[src/rtl/wide_add_pkg.sv]
// Shared types and defaults for the chunked sequential wide adder.
// Contains the FSM state encoding and the default chunk geometry.
package wide_add_pkg;

    typedef enum logic [1:0] {
        IDLE = 2'd0,
        RUN  = 2'd1,
        DONE = 2'd2
    } state_t;

    localparam int DEFAULT_CHUNK  = 8;
    localparam int DEFAULT_NCHUNK = 4;

    // A one-chunk build still needs a 1-bit index register.
    function automatic int idx_width(input int n);
        return (n > 1) ? $clog2(n) : 1;
    endfunction

endpackage

[src/rtl/rca_Nbit.sv]
// N-bit ripple-carry adder used as the per-cycle datapath of wide_add_seq.
module rca_Nbit #(
    parameter int N = 8
) (
    input  logic [N-1:0] a,
    input  logic [N-1:0] b,
    input  logic         cin,
    output logic [N-1:0] sum,
    output logic         cout
);

    logic [N:0] carry;

    assign carry[0] = cin;

    generate
        for (genvar gi = 0; gi < N; gi++) begin : g_fa
            assign sum[gi]       = a[gi] ^ b[gi] ^ carry[gi];
            assign carry[gi + 1] = (a[gi] & b[gi]) | (carry[gi] & (a[gi] ^ b[gi]));
        end
    endgenerate

    assign cout = carry[N];

endmodule

[src/rtl/wide_add_seq.sv]
// Sequential W-bit adder: one CHUNK-bit ripple adder reused NCHUNK times per operation.
// Optional signed-overflow output ovf is built when WIDE_ADD_SEQ_OVF_EN is defined.
module wide_add_seq
    import wide_add_pkg::*;
#(
    parameter int CHUNK  = DEFAULT_CHUNK,
    parameter int NCHUNK = DEFAULT_NCHUNK
) (
    input  logic                      clk,
    input  logic                      rst,
    input  logic                      in_valid,
    output logic                      in_ready,
    input  logic [CHUNK*NCHUNK-1:0]   a,
    input  logic [CHUNK*NCHUNK-1:0]   b,
    input  logic                      cin,
    output logic                      out_valid,
    input  logic                      out_ready,
    output logic [CHUNK*NCHUNK-1:0]   sum,
    output logic                      cout,
    output logic                      busy
`ifdef WIDE_ADD_SEQ_OVF_EN
    ,
    output logic                      ovf
`endif
);

    localparam int W     = CHUNK * NCHUNK;
    localparam int IDX_W = idx_width(NCHUNK);
    localparam logic [IDX_W-1:0] LAST_IDX = IDX_W'(NCHUNK - 1);

    state_t           state_reg, state_next;
    logic [IDX_W-1:0] idx_reg, idx_next;
    logic [W-1:0]     a_reg, a_next;
    logic [W-1:0]     b_reg, b_next;
    logic [W-1:0]     sum_reg, sum_next;
    logic             carry_reg, carry_next;

    logic [CHUNK-1:0] a_chunk;
    logic [CHUNK-1:0] b_chunk;
    logic [CHUNK-1:0] chunk_sum;
    logic             chunk_cout;

    // Operands are captured at accept so input changes during RUN/DONE cannot leak in.
    assign a_chunk = a_reg[idx_reg*CHUNK +: CHUNK];
    assign b_chunk = b_reg[idx_reg*CHUNK +: CHUNK];

    rca_Nbit #(
        .N(CHUNK)
    ) u_rca (
        .a   (a_chunk),
        .b   (b_chunk),
        .cin (carry_reg),
        .sum (chunk_sum),
        .cout(chunk_cout)
    );

    always_ff @(posedge clk or posedge rst) begin
        if (rst) begin
            state_reg <= IDLE;
            idx_reg   <= '0;
            a_reg     <= '0;
            b_reg     <= '0;
            sum_reg   <= '0;
            carry_reg <= 1'b0;
        end else begin
            state_reg <= state_next;
            idx_reg   <= idx_next;
            a_reg     <= a_next;
            b_reg     <= b_next;
            sum_reg   <= sum_next;
            carry_reg <= carry_next;
        end
    end

    always_comb begin
        state_next = state_reg;
        idx_next   = idx_reg;
        a_next     = a_reg;
        b_next     = b_reg;
        sum_next   = sum_reg;
        carry_next = carry_reg;

        case (state_reg)
            IDLE: begin
                if (in_valid) begin
                    a_next     = a;
                    b_next     = b;
                    carry_next = cin;
                    idx_next   = '0;
                    state_next = RUN;
                end
            end
            RUN: begin
                sum_next[idx_reg*CHUNK +: CHUNK] = chunk_sum;
                carry_next = chunk_cout;
                idx_next   = idx_reg + 1'b1;
                if (idx_reg == LAST_IDX) begin
                    state_next = DONE;
                end
            end
            DONE: begin
                // Handshake returns to IDLE only; a new accept needs a separate IDLE cycle.
                if (out_ready) begin
                    state_next = IDLE;
                end
            end
            default: begin
                state_next = IDLE;
            end
        endcase
    end

    assign in_ready  = (state_reg == IDLE);
    assign out_valid = (state_reg == DONE);
    assign busy      = (state_reg != IDLE);
    assign sum       = sum_reg;
    assign cout      = carry_reg;

`ifdef WIDE_ADD_SEQ_OVF_EN
    // Like-signed operands producing an opposite-signed result overflow, with or without cin.
    assign ovf = (state_reg == DONE)
              && (a_reg[W-1] == b_reg[W-1])
              && (sum_reg[W-1] != a_reg[W-1]);
`endif

endmodule

[config.mk]
export PLATFORM = sky130hd
export DESIGN_NAME = wide_add_seq
export DESIGN_NICKNAME = d
export VERILOG_FILES = /design/src/rtl/wide_add_pkg.sv /design/src/rtl/rca_Nbit.sv /design/src/rtl/wide_add_seq.sv
export SDC_FILE = /design/constraint.sdc
export NUM_CORES = 1
export LEC_CHECK = 0
export BUFFER_PORTS_ARGS = -buffer_cell sky130_fd_sc_hd__buf_2
export CAP_MARGIN = 25
export CORE_UTILIZATION = 40
export DETAILED_ROUTE_END_ITERATION = 10
export HOLD_SLACK_MARGIN = 0.06
export PLACE_DENSITY = 0.72
export SYNTH_ARGS = -nofsm -noshare
export SYNTH_HDL_FRONTEND = slang
export SYNTH_SLANG_ARGS = --single-unit
[constraint.sdc]
create_clock -name clk -period 9.3 [get_ports clk]
set_input_delay 0 -clock clk [delete_from_list [all_inputs] [get_ports clk]]
set_output_delay 0 -clock clk [all_outputs]
set_load 0.05 [all_outputs]
; ---- Yosys cells after proc, flatten, opt, wreduce, memory -nomap -nowiden
; Cells that the tools add are included.
[classes]
n_shift = 4
eq_ne = 6
bitwise = 40
reduce_logical = 6
mux = 9
addsub = 2
[op_table]
columns = operator, count
row1 = $shiftx A32 B6 Y8, 2
row2 = $neg A5 Y34, 1
row3 = $shift A8 B34 Y32 const A, 1
row4 = $shiftx A8 B34 Y32, 1
row5 = $bwmux W32, 1
row6 = $and A1 B1 Y1, 16
row7 = $xor A1 B1 Y1, 16
row8 = $mux W2, 4
row9 = $or A1 B1 Y1, 8
row10 = $pmux W2 S3, 1
row11 = $eq A2 B2 Y1 const B, 2
row12 = $ne A2 B2 Y1 const B, 2
row13 = $pmux W2 S2, 1
row14 = $reduce_and A2 Y1, 2
row15 = $reduce_bool A2 Y1, 2
row16 = $reduce_and A3 Y1, 1
row17 = $add A2 B1 Y2 const B, 1
row18 = $eq A2 B1 Y1 const B, 1
row19 = $logic_not A2 Y1, 1
row20 = $ne A2 B1 Y1 const B, 1
row21 = $pmux W1 S2, 1
row22 = $mux W1, 1
[totals]
in_bits = 69
wordCells = 73
register_bits = 101
out_inout_bits = 36

; ---- Longest topological paths before layout
; Gate-level depths: netlist of the first run.
[depth]
ltp_word = 19
depth_mapped = 15

; ---- Modules after synthesis
; A second synthesis of the first run with hierarchy kept.
[hier_totals]
cells_unflattened = 351
hier_area_um2 = 4863.4
[modules_own_cells]
columns = module, seq_area_each_um2, cells_per_inst, instances, area_per_inst_um2
row1 = wide_add_seq, 2527.4, 333, 1, 4665.7
row2 = rca_Nbit, 0.0, 18, 1, 197.7

; ---- Worst setup path before layout of the first run
; No wires, ideal clock.
[synth_timing]
kind = register -> register
start = register idx_reg[0]
end = register sum_reg[23], in the netlist sum[23]
path_slack_ns = 4.857
required_time_ns = 9.178
arrival_time_ns = 4.322
setup_time_ns = 0.122
stages_incl_launch_ff = 15
path_buffers = 1
cell_sequence = dfrtp_1 buf_4 mux4_2 inv_1 fa_1 fa_1 inv_1 fa_1 fa_1 fa_1 fa_1 fa_1 fa_1 and2_1 a32o_1
[synth_between]
elab_chain_cells = 19
word_cells_on_any_way = 43
[synth_lines]
columns = element, line_no
row1 = from (decl), wide_add_seq.sv:32  ; logic [IDX_W-1:0] idx_reg, idx_next;
row2 = from (signal assigned), wide_add_seq.sv:67  ; idx_reg <= idx_next;
row3 = $shiftx A32 B6 Y8 (on tied branches), "wide_add_seq.sv:44, wide_add_seq.sv:45"
row4 = $xor A1 B1 Y1, "rca_Nbit.sv:18, rca_Nbit.sv:19"
row5 = $and A1 B1 Y1, rca_Nbit.sv:19  ; assign carry[gi + 1] = (a[gi] & b[gi]) | (carry[gi] & (a[gi] ^ b[gi]));
row6 = $or A1 B1 Y1, rca_Nbit.sv:19
row7 = $and A1 B1 Y1, rca_Nbit.sv:19
row8 = $or A1 B1 Y1, rca_Nbit.sv:19
row9 = $and A1 B1 Y1, rca_Nbit.sv:19
row10 = $or A1 B1 Y1, rca_Nbit.sv:19
row11 = [... 3 more ...], -
row12 = $or A1 B1 Y1, rca_Nbit.sv:19
row13 = $and A1 B1 Y1, rca_Nbit.sv:19
row14 = $or A1 B1 Y1, rca_Nbit.sv:19
row15 = $and A1 B1 Y1, rca_Nbit.sv:19
row16 = $or A1 B1 Y1, rca_Nbit.sv:19
row17 = $xor A1 B1 Y1, rca_Nbit.sv:18  ; assign sum[gi] = a[gi] ^ b[gi] ^ carry[gi];
row18 = $shiftx A8 B34 Y32, wide_add_seq.sv:94  ; sum_next[idx_reg*CHUNK +: CHUNK] = chunk_sum;
row19 = $bwmux W32 *, wide_add_seq.sv:94
row20 = to (signal assigned), wide_add_seq.sv:70  ; sum_reg <= sum_next;
row21 = to (decl), wide_add_seq.sv:35  ; logic [W-1:0] sum_reg, sum_next;
; Every way passes the cells marked *; elsewhere a longest branch is shown, timed or not.
; A chain may end at the register's enable or synchronous reset.

; ---- Final worst setup path of the first run
; Same ends and word-level chain as after synthesis.

==> reports/metrics.csv, run 1 <==
metric,value,unit
"Clk pin slew, worst setup/hold paths",70,ps
vias in the first global route,3427,
global routing usage on met2,32.3,%
Post-DP HPWL,7.77,mm
Yosys reg bits,101,
CTS buffer count,9,
GRT Residual Overflow,0,
final setup vio count,0,
Worst-Margin Slew,911,ps
Max VDD drop,0.213,mV
synth warn,0,
largest family of logic cells by synthesized area,multiplexers,
Pre-Repair DR Iteration Count,4,
IO Port Bufs,104,
Final period util,56.0,%
Gate Count Post-Synth,300,
"Seq/Total Area, Yosys",50.9,%
XOR/XNOR share of the synthesized area,0,%
vias after detailed routing,3257,
routed len/inst,18.2,um
CTS max path bufs,2,
crit path kind,reg2reg,
Place WS,4080,ps
Root Buffer,clkbuf_16,
run status,"complete, no violations",
busiest layer in global routing,met2,
worst path arrival time,5440,ps
leakage,3.10,nW
most frequent cells in the layout,"buf_2 (104), dfrtp_1 (101), dlygate4sd3_1 (67)",
placed inst area,5530,um^2
DRC,0,
TNS Setup,0,ps
Post-Synth Simple-Gate Area,5.95,%
Starting DRT DRC Count,195,
fmax,0.192,GHz
routed vias/inst,5.07,
CTS tree,built,
Crit. End Element,flop,
r2r setup slk,4090,ps
met3 GRT Util,4.14,%
first-pass GRT wire length,18.5,mm
Core Rows,40,
"most common cell after layout, fill and taps aside",buf_2,
area grow syn2layout,32.6,%
Die Y-Extent,113,um
CP startpoint kind,flop,
die area,12900,um^2
cts repair resizes,0,
Pwr per Cell Area,404,nW/um^2
post-route ant nets,0,
compound-gate portion of the synthesized area,7.16,%
Overall Power,2.66,mW
GRT Total Usage,19.0,%
# IOs,105,
fraction of layout cells with a size suffix above 1,45.4,%
Final Util,54.6,%
initial antenna violation count,0,
Worst Path Required,9530,ps
fin crit period,5210,ps
adder-cell area share of the yosys netlist,4.49,%
Core Box Area,12100,um^2
Setup Buffers After CTS,0,
Clock Skew,6.43,ps
Synth Cell Area,4960,um^2
post-synthesis net count,382,
mux cell area share after synthesis,26.5,%
met1 Usage GRT,25.2,%
Synth Area per Inst,16.5,um^2
distinct cell type count after synthesis,34,
clk_lat worst skew,340,ps
Slew headroom,39.3,%
drt total wl,11.7,mm
Final nets,552,
final setup margin,4090,ps
hold crit path type,in2reg,
antenna diode count,0,
H-tree levels,3,
endpoints failing hold,0,
final instance area,6580,um^2
worst-path fanout max,14,
Die X,113,um
# Max-Cap Violations,0,
largest net degree at the start of global routing,81,
RSZ-0062 raised after global routing,no,
"Slew Viols, Final",0,
Initial Util,41.2,%
clock sinks,101,
gpl congestion,0.801,
hold buffer count at cts,67,
## cell usage after synthesis, drive strengths merged
cell type    n  area [um^2]
ha           5         62.6
mux4        16          360
o21ba        1         10.0
nand3        1         5.00
clkbuf       4         16.3
and4bb       1         12.5
nor3b        3         50.1
o21ai        1         5.00
mux2i        1         10.0
or4b         1         10.0
inv         13         48.8
o2bb2ai      4         35.0
o221a        1         11.3
mux2        64          946
nor2b        6         37.5
and4b        1         10.0
nand3b       6         52.6
nand2b       4         25.0
a32o        28          280
nand4bb      1         11.3
buf         14          183
a22o         1         8.76
dfrtp      101         2530
a21oi        1         5.00
fa           8          160
or2          1         6.26
and2        12         75.1
## stage by stage
| step | hold slack [ps] | std cells |
|---|---|---|
| after detailed placement | -29.7 | 557 |
| after global placement | -36.7 | 557 |
| after floorplan | 108 | 300 |
| after global routing | 83.9 | 642 |
| final | 82.6 | 642 |
| after CTS | 69.7 | 639 |
## report_power, final
group / internal (mW) / total, mW / switching, mW
registers: 0.632 / 0.793 / 0.162
clock network: 0.243 / 0.408 / 0.165
logic: 0.698 / 1.46 / 0.759
## final timing paths
check	from	endpoint	depth (start not counted)
max	idx_reg[0]	sum[23]	14
max reg2reg	idx_reg[0]	sum[23]	14
min in group asynchronous	rst	a_reg[3]	3
min	cin	cout	3
max in group asynchronous	rst	b_reg[25]	5
min reg2reg	sum[18]	sum[18]	1
## critical path: stages, from the launching register on
cell and delay (ps):
dfrtp_1 790, buf_4 340, mux4_2 520, inv_1 80, fa_1 190, fa_1 170, inv_1 70, fa_1 390
fa_1 400, fa_1 390, fa_1 390, fa_1 420, fa_1 530, and2_1 180, a32o_1 240
## logic make-up (layout without fill, tap and decap cells)
logic type | Yosys count | in the layout
AOI/OAI and AO/OA | 37 | 37
adders and majority gates | 13 | 13
buffers and inverters | 31 | 205
DFF | 101 | 101
muxes | 81 | 81
and+or+nand+nor | 37 | 37
## metal layers
| layer | part of all wire, % | vias up | wire [um] |
|---|---|---|---|
| li1 | - | 1465 | - |
| met1 | 44 | 1677 | 5120 |
| met2 | 50 | 100 | 5890 |
| met3 | 3.9 | 15 | 453 |
| met4 | 1.8 | 0 | 206 |
| met5 | 0 | - | 0 |
## layout make-up
| class | instances | area (um^2) |
|---|---|---|
| Fill cell | 1008 | 5480 |
| Sequential cell | 101 | 2530 |
| Multi-Input combinational cell | 168 | 2200 |
| Timing Repair Buffer | 177 | 1280 |
| Clock buffer | 10 | 239 |
| Tap cell | 168 | 210 |
| Clock inverter | 5 | 82.6 |
| Inverter | 13 | 51.3 |
No activity file was read; power rests on OpenSTA's default activity.
==> run 2: changes to the inputs <==
ABC_AREA = 1   (was default)
PLACE_DENSITY = 0.71   (was 0.72)
clock period = 5.4 ns   (was 9.3 ns; I/O delays follow)
==> run 2 against run 1 <==
Clock power rose by 61%. Register-to-register slack lost 3300 ps. Synthesized cell count rose by 110%. Cell count is 48% higher. Non-clock buffer count did not move. Cell area decreased by 0.76%. Synthesized area up 0.63%. Global-route usage increased by 2.3 points. Highest routed layer unchanged. Combinational power is 61% higher. Sequential power is 63% higher. Count of clock-buffer cells in the layout rose by 1. Hold slack improved by 130 ps.
==> reports/metrics.csv, run 2 <==
metric,value,unit,change
Final period util,84.4,%,+28 points
initial antenna violation count,0,,unchanged
worst path buffer plus inverter count,2,,-1
drt total wl,12.8,mm,+10%
RSZ-0062 raised after global routing,no,,
"Clk pin slew, worst setup/hold paths",70,ps,about the same
"Seq/Total Area, Yosys",50.6,%,-0.32 points
CP max stage cell,fa_1,,
worst path arrival time,4840,ps,-600 ps
fmax,0.219,GHz,+14%
Die X,114,um,+0.31%
die area,12900,um^2,+0.62%
final setup vio count,0,,unchanged
vias after detailed routing,4450,,+37%
GRT Residual Overflow,0,,unchanged
largest net degree at the start of global routing,69,,-15%
RR Startpoint,idx_reg[1],,
Pre-Repair DR Iteration Count,4,,unchanged
FILL cells,1163,,+15%
CTS tree,built,,
Overall Power,4.29,mW,+61%
"top cells by area, synth","dfrtp_1 (51%), nand2_1 (19%), nand3_1 (9.5%)",,
Root Buffer,clkbuf_16,,
final instance area,6530,um^2,-0.76%
Yosys reg bits,101,,unchanged
"most common cell after layout, fill and taps aside",nand2_1,,
Starting DRT DRC Count,280,,+44%
clk_lat worst skew,340,ps,about the same
GRT Total Usage,21.3,%,+2.3 points
most frequent cell after synthesis,nand2_1,,
R2R Path End,sum[7],,
CTS buffer count,9,,unchanged
gpl congestion,0.826,,+3.1%
antenna diode count,0,,unchanged
Commonest cells post-synth,"nand2_1 (255), dfrtp_1 (101), nand3_1 (95)",,
TNS Setup,0,ps,unchanged
cell family with most CP delay,adder cells,,
hold crit path type,in2async,,
CP most frequent cell,fa_1,,
Core Box Area,12100,um^2,+0.41%
"Async S/R FF share, synth",100,%,unchanged
most frequent cells in the layout,"nand2_1 (254), buf_2 (104), dfrtp_1 (101)",,
largest area contributor in the netlist,dfrtp_1,,
Synth Cell Area,5000,um^2,+0.63%
placed inst area,5560,um^2,+0.59%
CP peak stage delay,550,ps,-240 ps
first-pass GRT wire length,21.4,mm,+16%
fin crit period,4560,ps,-646 ps
Crit. End Element,flop,,
Reg2Reg Depth,16,,+2
Synth Area per Inst,8.02,um^2,-52%
leakage,3.62,nW,+17%
cts repair resizes,0,,unchanged
vias in the first global route,4433,,+29%
post-route ant nets,0,,unchanged
Post-DP HPWL,8.40,mm,+8.1%
CP Cell Sequence,inv_1 -> nand3_1 -> nand2_1 -> fa_1 -> fa_1 -> inv_1 -> fa_1 -> fa_1 -> fa_1 -> fa_1 -> fa_1 -> fa_1 -> nand2_1 -> nor3_1 -> nand2_1 -> nand2_1,,
run status,"complete, no violations",,
crit path kind,reg2reg,,
endpoints failing hold,0,,unchanged
# IOs,105,,unchanged
CP startpoint kind,flop,,
clock sinks,101,,unchanged
synth warn,0,,unchanged
worst-path fanout max,19,,+5
# Max-Cap Violations,0,,unchanged
routed len/inst,13.5,um,-26%
distinct cell type count after synthesis,19,,-44%
Pwr per Cell Area,657,nW/um^2,+63%
post-synthesis net count,705,,+85%
DRC,0,,unchanged
Final nets,858,,+55%
Max VDD drop,0.412,mV,+93%
Initial Util,41.3,%,+0.088 points
H-tree levels,3,,unchanged
Slew headroom,44.4,%,+5.1 points
r2r setup slk,840,ps,-3250 ps
fraction of layout cells with a size suffix above 1,17.2,%,-28 points
"Slew Viols, Final",0,,unchanged
CTS max path bufs,2,,unchanged
area grow syn2layout,30.8,%,
Yosys top cell area share,50.6,%,-0.32 points
Die Y-Extent,114,um,+0.31%
Worst Path Required,5680,ps,-3850 ps
Core Rows,40,,unchanged
Gate Count Post-Synth,623,,+110%
IO Port Bufs,104,,unchanged
"EDFF count, synth",0,,unchanged
Main synth FF type,dfrtp_1,,
Clock Skew,6.91,ps,+0.483 ps
Worst-Margin Slew,834,ps,-76.5 ps
routed vias/inst,4.69,,-7.6%
==> run 2: area by class of cell <==
type,count,area (um^2),area share (%)
Tap cell,168,210,3.22
Sequential cell,101,2530,38.7
Multi-Input combinational cell,444,2080,31.9
Inverter,43,164,2.51
Timing Repair Buffer,177,1250,19.1
Clock inverter,5,58.8,0.900
Clock buffer,11,243,3.72
==> run 2: power breakdown <==
group          internal (mW)  switching (mW)  total (mW)
Combinational          0.747            1.60        2.35
Sequential              1.07           0.216        1.29
Clock                  0.373           0.283       0.656
==> run 2: routing by layer <==
layer	global-route usage, %	wire (um)	vias up
li1	-	-	2274
met1	28.7	5900	2033
met2	34.8	6090	119
met3	3.93	613	24
met4	6.93	244	0
met5	0	0	-
==> run 2: cell families (layout without fill, tap and decap cells) <==
logic type | Yosys count | in the layout | share of synthesized area, %
simple gates | 394 | 394 | 32.8
compound gates | 37 | 37 | 4.36
fa+ha+maj | 13 | 13 | 4.46
buf+inv | 78 | 236 | 7.81
flops | 101 | 101 | 50.6
==> run 2: worst max-delay path by stage <==
stage / from / endpoint / slack, ps / cells past startpoint
finish: idx_reg[1] / sum[7] / 840 / 16
CTS: idx_reg[1] / sum[7] / 880 / 16
global placement: idx_reg[1] / sum[7] / 980 / 16
global route: idx_reg[1] / sum[7] / 510 / 16
floorplan: idx_reg[1] / sum[7] / 1220 / 18
detailed placement: idx_reg[1] / sum[7] / 900 / 16
==> run 2: timing repair <==
action,4_1_cts,5_1_grt
hold endpoints to repair,100,0
setup buffers,0,0
hold buffers,67,0
==> run 2: through the flow <==
| stage | std cells | setup slack [ps] | utilization, % | hold WS, ps |
|---|---|---|---|---|
| 6_report | 949 | 841 | 53.9 | 214 |
| 5_1_grt | 949 | 513 | 53.9 | 272 |
| 4_1_cts | 949 | 880 | 53.9 | 226 |
| 3_5_place_dp | 866 | 900 | 45.9 | 45.5 |
| 3_3_place_gp | 865 | 982 | 45.7 | 40.5 |
| 2_1_floorplan | 623 | 1220 | - | 96.1 |
==> run 2: worst register-to-register path: cells and delay by family, from the launching register on <==
family / cells / cell delay (ps)
fa+ha+maj: 8 / 2880
buf+inv: 2 / 520
simple gates: 6 / 620
flops: 1 / 470
==> run 3: changes to the inputs <==
clock period = 4.3 ns   (was 5.4 ns; I/O delays follow)
==> run 3 against run 2 <==
Critical path depth fell by 1. First-iteration DRC count rose by 2.9%. Sequential cell count did not move. Critical path type unchanged. Largest cell class unchanged. Highest routed layer unchanged.
==> reports/metrics.csv, run 3 (synthesis results as in run 2) <==
metric,value,unit,change
"Slew Viols, Final",0,,unchanged
Core Rows,40,,unchanged
Starting DRT DRC Count,288,,+2.9%
final setup margin,252,ps,-589 ps
Post-DP HPWL,8.62,mm,+2.6%
hold crit path type,in2reg,,
final instance area,6610,um^2,+1.2%
most frequent cells in the layout,"nand2_1 (254), buf_2 (104), dfrtp_1 (100)",,
Worst Path Required,4560,ps,-1120 ps
Pwr per Cell Area,827,nW/um^2,+26%
Die Y-Extent,114,um,unchanged
run status,"complete, no violations",,
Max VDD drop,0.478,mV,+16%
FILL cells,1184,,+1.8%
fmax,0.247,GHz,+13%
fin crit period,4050,ps,-511 ps
"most common cell after layout, fill and taps aside",nand2_1,,
final setup vio count,0,,unchanged
Worst-Margin Slew,774,ps,-60.4 ps
fraction of layout cells with a size suffix above 1,18.3,%,+1.2 points
DRC,0,,unchanged
CTS tree,built,,
gpl congestion,0.839,,+1.6%
Sequential Area,2530,um^2,about the same
H-tree levels,3,,unchanged
die area,12900,um^2,unchanged
crit path kind,reg2reg,,
Root Buffer,clkbuf_16,,
antenna diode count,0,,unchanged
GRT Residual Overflow,0,,unchanged
GRT Total Usage,21.3,%,-0.022 points
crit path to,sum[15],,
vias in the first global route,4424,,-0.20%
endpoints failing hold,0,,unchanged
Place WS,200,ps,-700 ps
post-route ant nets,0,,unchanged
Setup Buffers After CTS,0,,unchanged
Final period util,94.1,%,+9.7 points
CTS max path bufs,2,,unchanged
drt total wl,12.8,mm,-0.62%
R2R Path End,sum[15],,
area of the multi-input gates,2090,um^2,+0.60%
Reg2Reg Depth,15,,-1
Crit. End Element,flop,,
routed len/inst,13.4,um,-1.1%
# IOs,105,,unchanged
largest net degree at the start of global routing,69,,unchanged
worst-path fanout max,29,,+10
Post-Layout Cell Count,954,,+0.53%
Initial Util,41.3,%,unchanged
IO Port Bufs,104,,unchanged
clk_lat worst skew,350,ps,about the same
RR Startpoint,idx_reg[0],,
CTS buffer count,9,,unchanged
"Clk pin slew, worst setup/hold paths",70,ps,about the same
Pre-Repair DR Iteration Count,5,,+1
initial antenna violation count,0,,unchanged
clock sinks,101,,unchanged
routed vias/inst,4.72,,+0.71%
Clock Skew,9.26,ps,+2.35 ps
worst path arrival time,4300,ps,-540 ps
Overall Power,5.47,mW,+27%
CP startpoint kind,flop,,
Slew headroom,48.4,%,+4.0 points
r2r setup slk,250,ps,-590 ps
first-pass GRT wire length,21.3,mm,about the same
Die X,114,um,unchanged
dpl cells,871,,+0.58%
area grow syn2layout,32.3,%,
leakage,3.65,nW,+0.84%
CP startpoint,idx_reg[0],,
vias after detailed routing,4505,,+1.2%
# Max-Cap Violations,0,,unchanged
Core Box Area,12100,um^2,unchanged
Final nets,863,,+0.58%
placed inst area,5620,um^2,+1.1%
-- run 3: cell types whose count changed in the layout (fill, tap and decap cells not counted) --
| cell | before | now |
|---|---|---|
| buf_12 | 1 | 3 |
| buf_4 | 5 | 8 |
| dfrtp_1 | 101 | 100 |
| dfrtp_2 | 0 | 1 |
| fa_1 | 8 | 5 |
| fa_2 | 0 | 3 |
| inv_2 | 2 | 1 |
| inv_4 | 1 | 2 |
| nor3_1 | 1 | 0 |
| nor3_2 | 0 | 1 |
-- run 3: stage by stage --
stage / setup TNS, ps / hold slack [ps] / util, %
floorplan: 0 / 96.1 / -
global placement: 0 / 197 / 46.3
detailed placement: 0 / 204 / 46.4
CTS: 0 / 320 / 54.5
global route: -4.91 / 358 / 54.6
finish: 0 / 327 / 54.6
-- run 3: worst min path at each step --
stage                          from            to  slack [ps]  depth (start not counted)
final                      in_valid     a_reg[14]         330                          4
after global routing       in_valid     a_reg[14]         360                          4
after CTS                  in_valid     a_reg[14]         320                          4
after detailed placement        rst     a_reg[18]         200                          2
after global placement          rst     a_reg[23]         200                          2
after floorplan           out_ready  state_reg[1]         100                          1
-- run 3: cell type report --
| class | instances | share of cell area (%) |
|---|---|---|
| inverter | 43 | 2.52 |
| clock inverter | 5 | 0.889 |
| multi-input combinational | 444 | 31.7 |
| sequential | 101 | 38.2 |
| tap | 168 | 3.18 |
| clock buffer | 11 | 3.67 |
| timing repair buffer | 182 | 19.8 |
-- run 3: report_power, final --
part / total (mW) / internal [mW] / switching [mW] / leakage, nW
clock: 0.823 / 0.468 / 0.355 / 0.142
combinational: 3.04 / 1.02 / 2.02 / 2.21
sequential: 1.61 / 1.35 / 0.262 / 1.29
total: 5.47 / 2.83 / 2.63 / 3.65
-- run 3: what timing repair did --
item | CTS | global route
endpoints found under the setup margin | 0 | 4
hold buffers | 67 | 0
resized for setup | 0 | 6
endpoints found under the hold margin | 128 | 0
-- run 3: per-layer routing --
metal	share of wire, %	vias up	GRT usage [%]
met2	48	116	34.7
met5	0	-	0
li1	-	2286	-
met3	4.1	16	4.20
met4	1.3	0	6.23
met1	47	2087	28.8
-- run 3: worst max-delay path: stages, from the launching register on --
cell	delay (ps)
dfrtp_2	450
buf_12	180
nand2_1	70
nand3_1	70
nand2_1	90
fa_1	180
fa_1	160
inv_1	50
fa_1	380
fa_2	360
fa_1	390
fa_2	360
fa_2	400
fa_1	550
nand3_1	100
o21ai_0	170
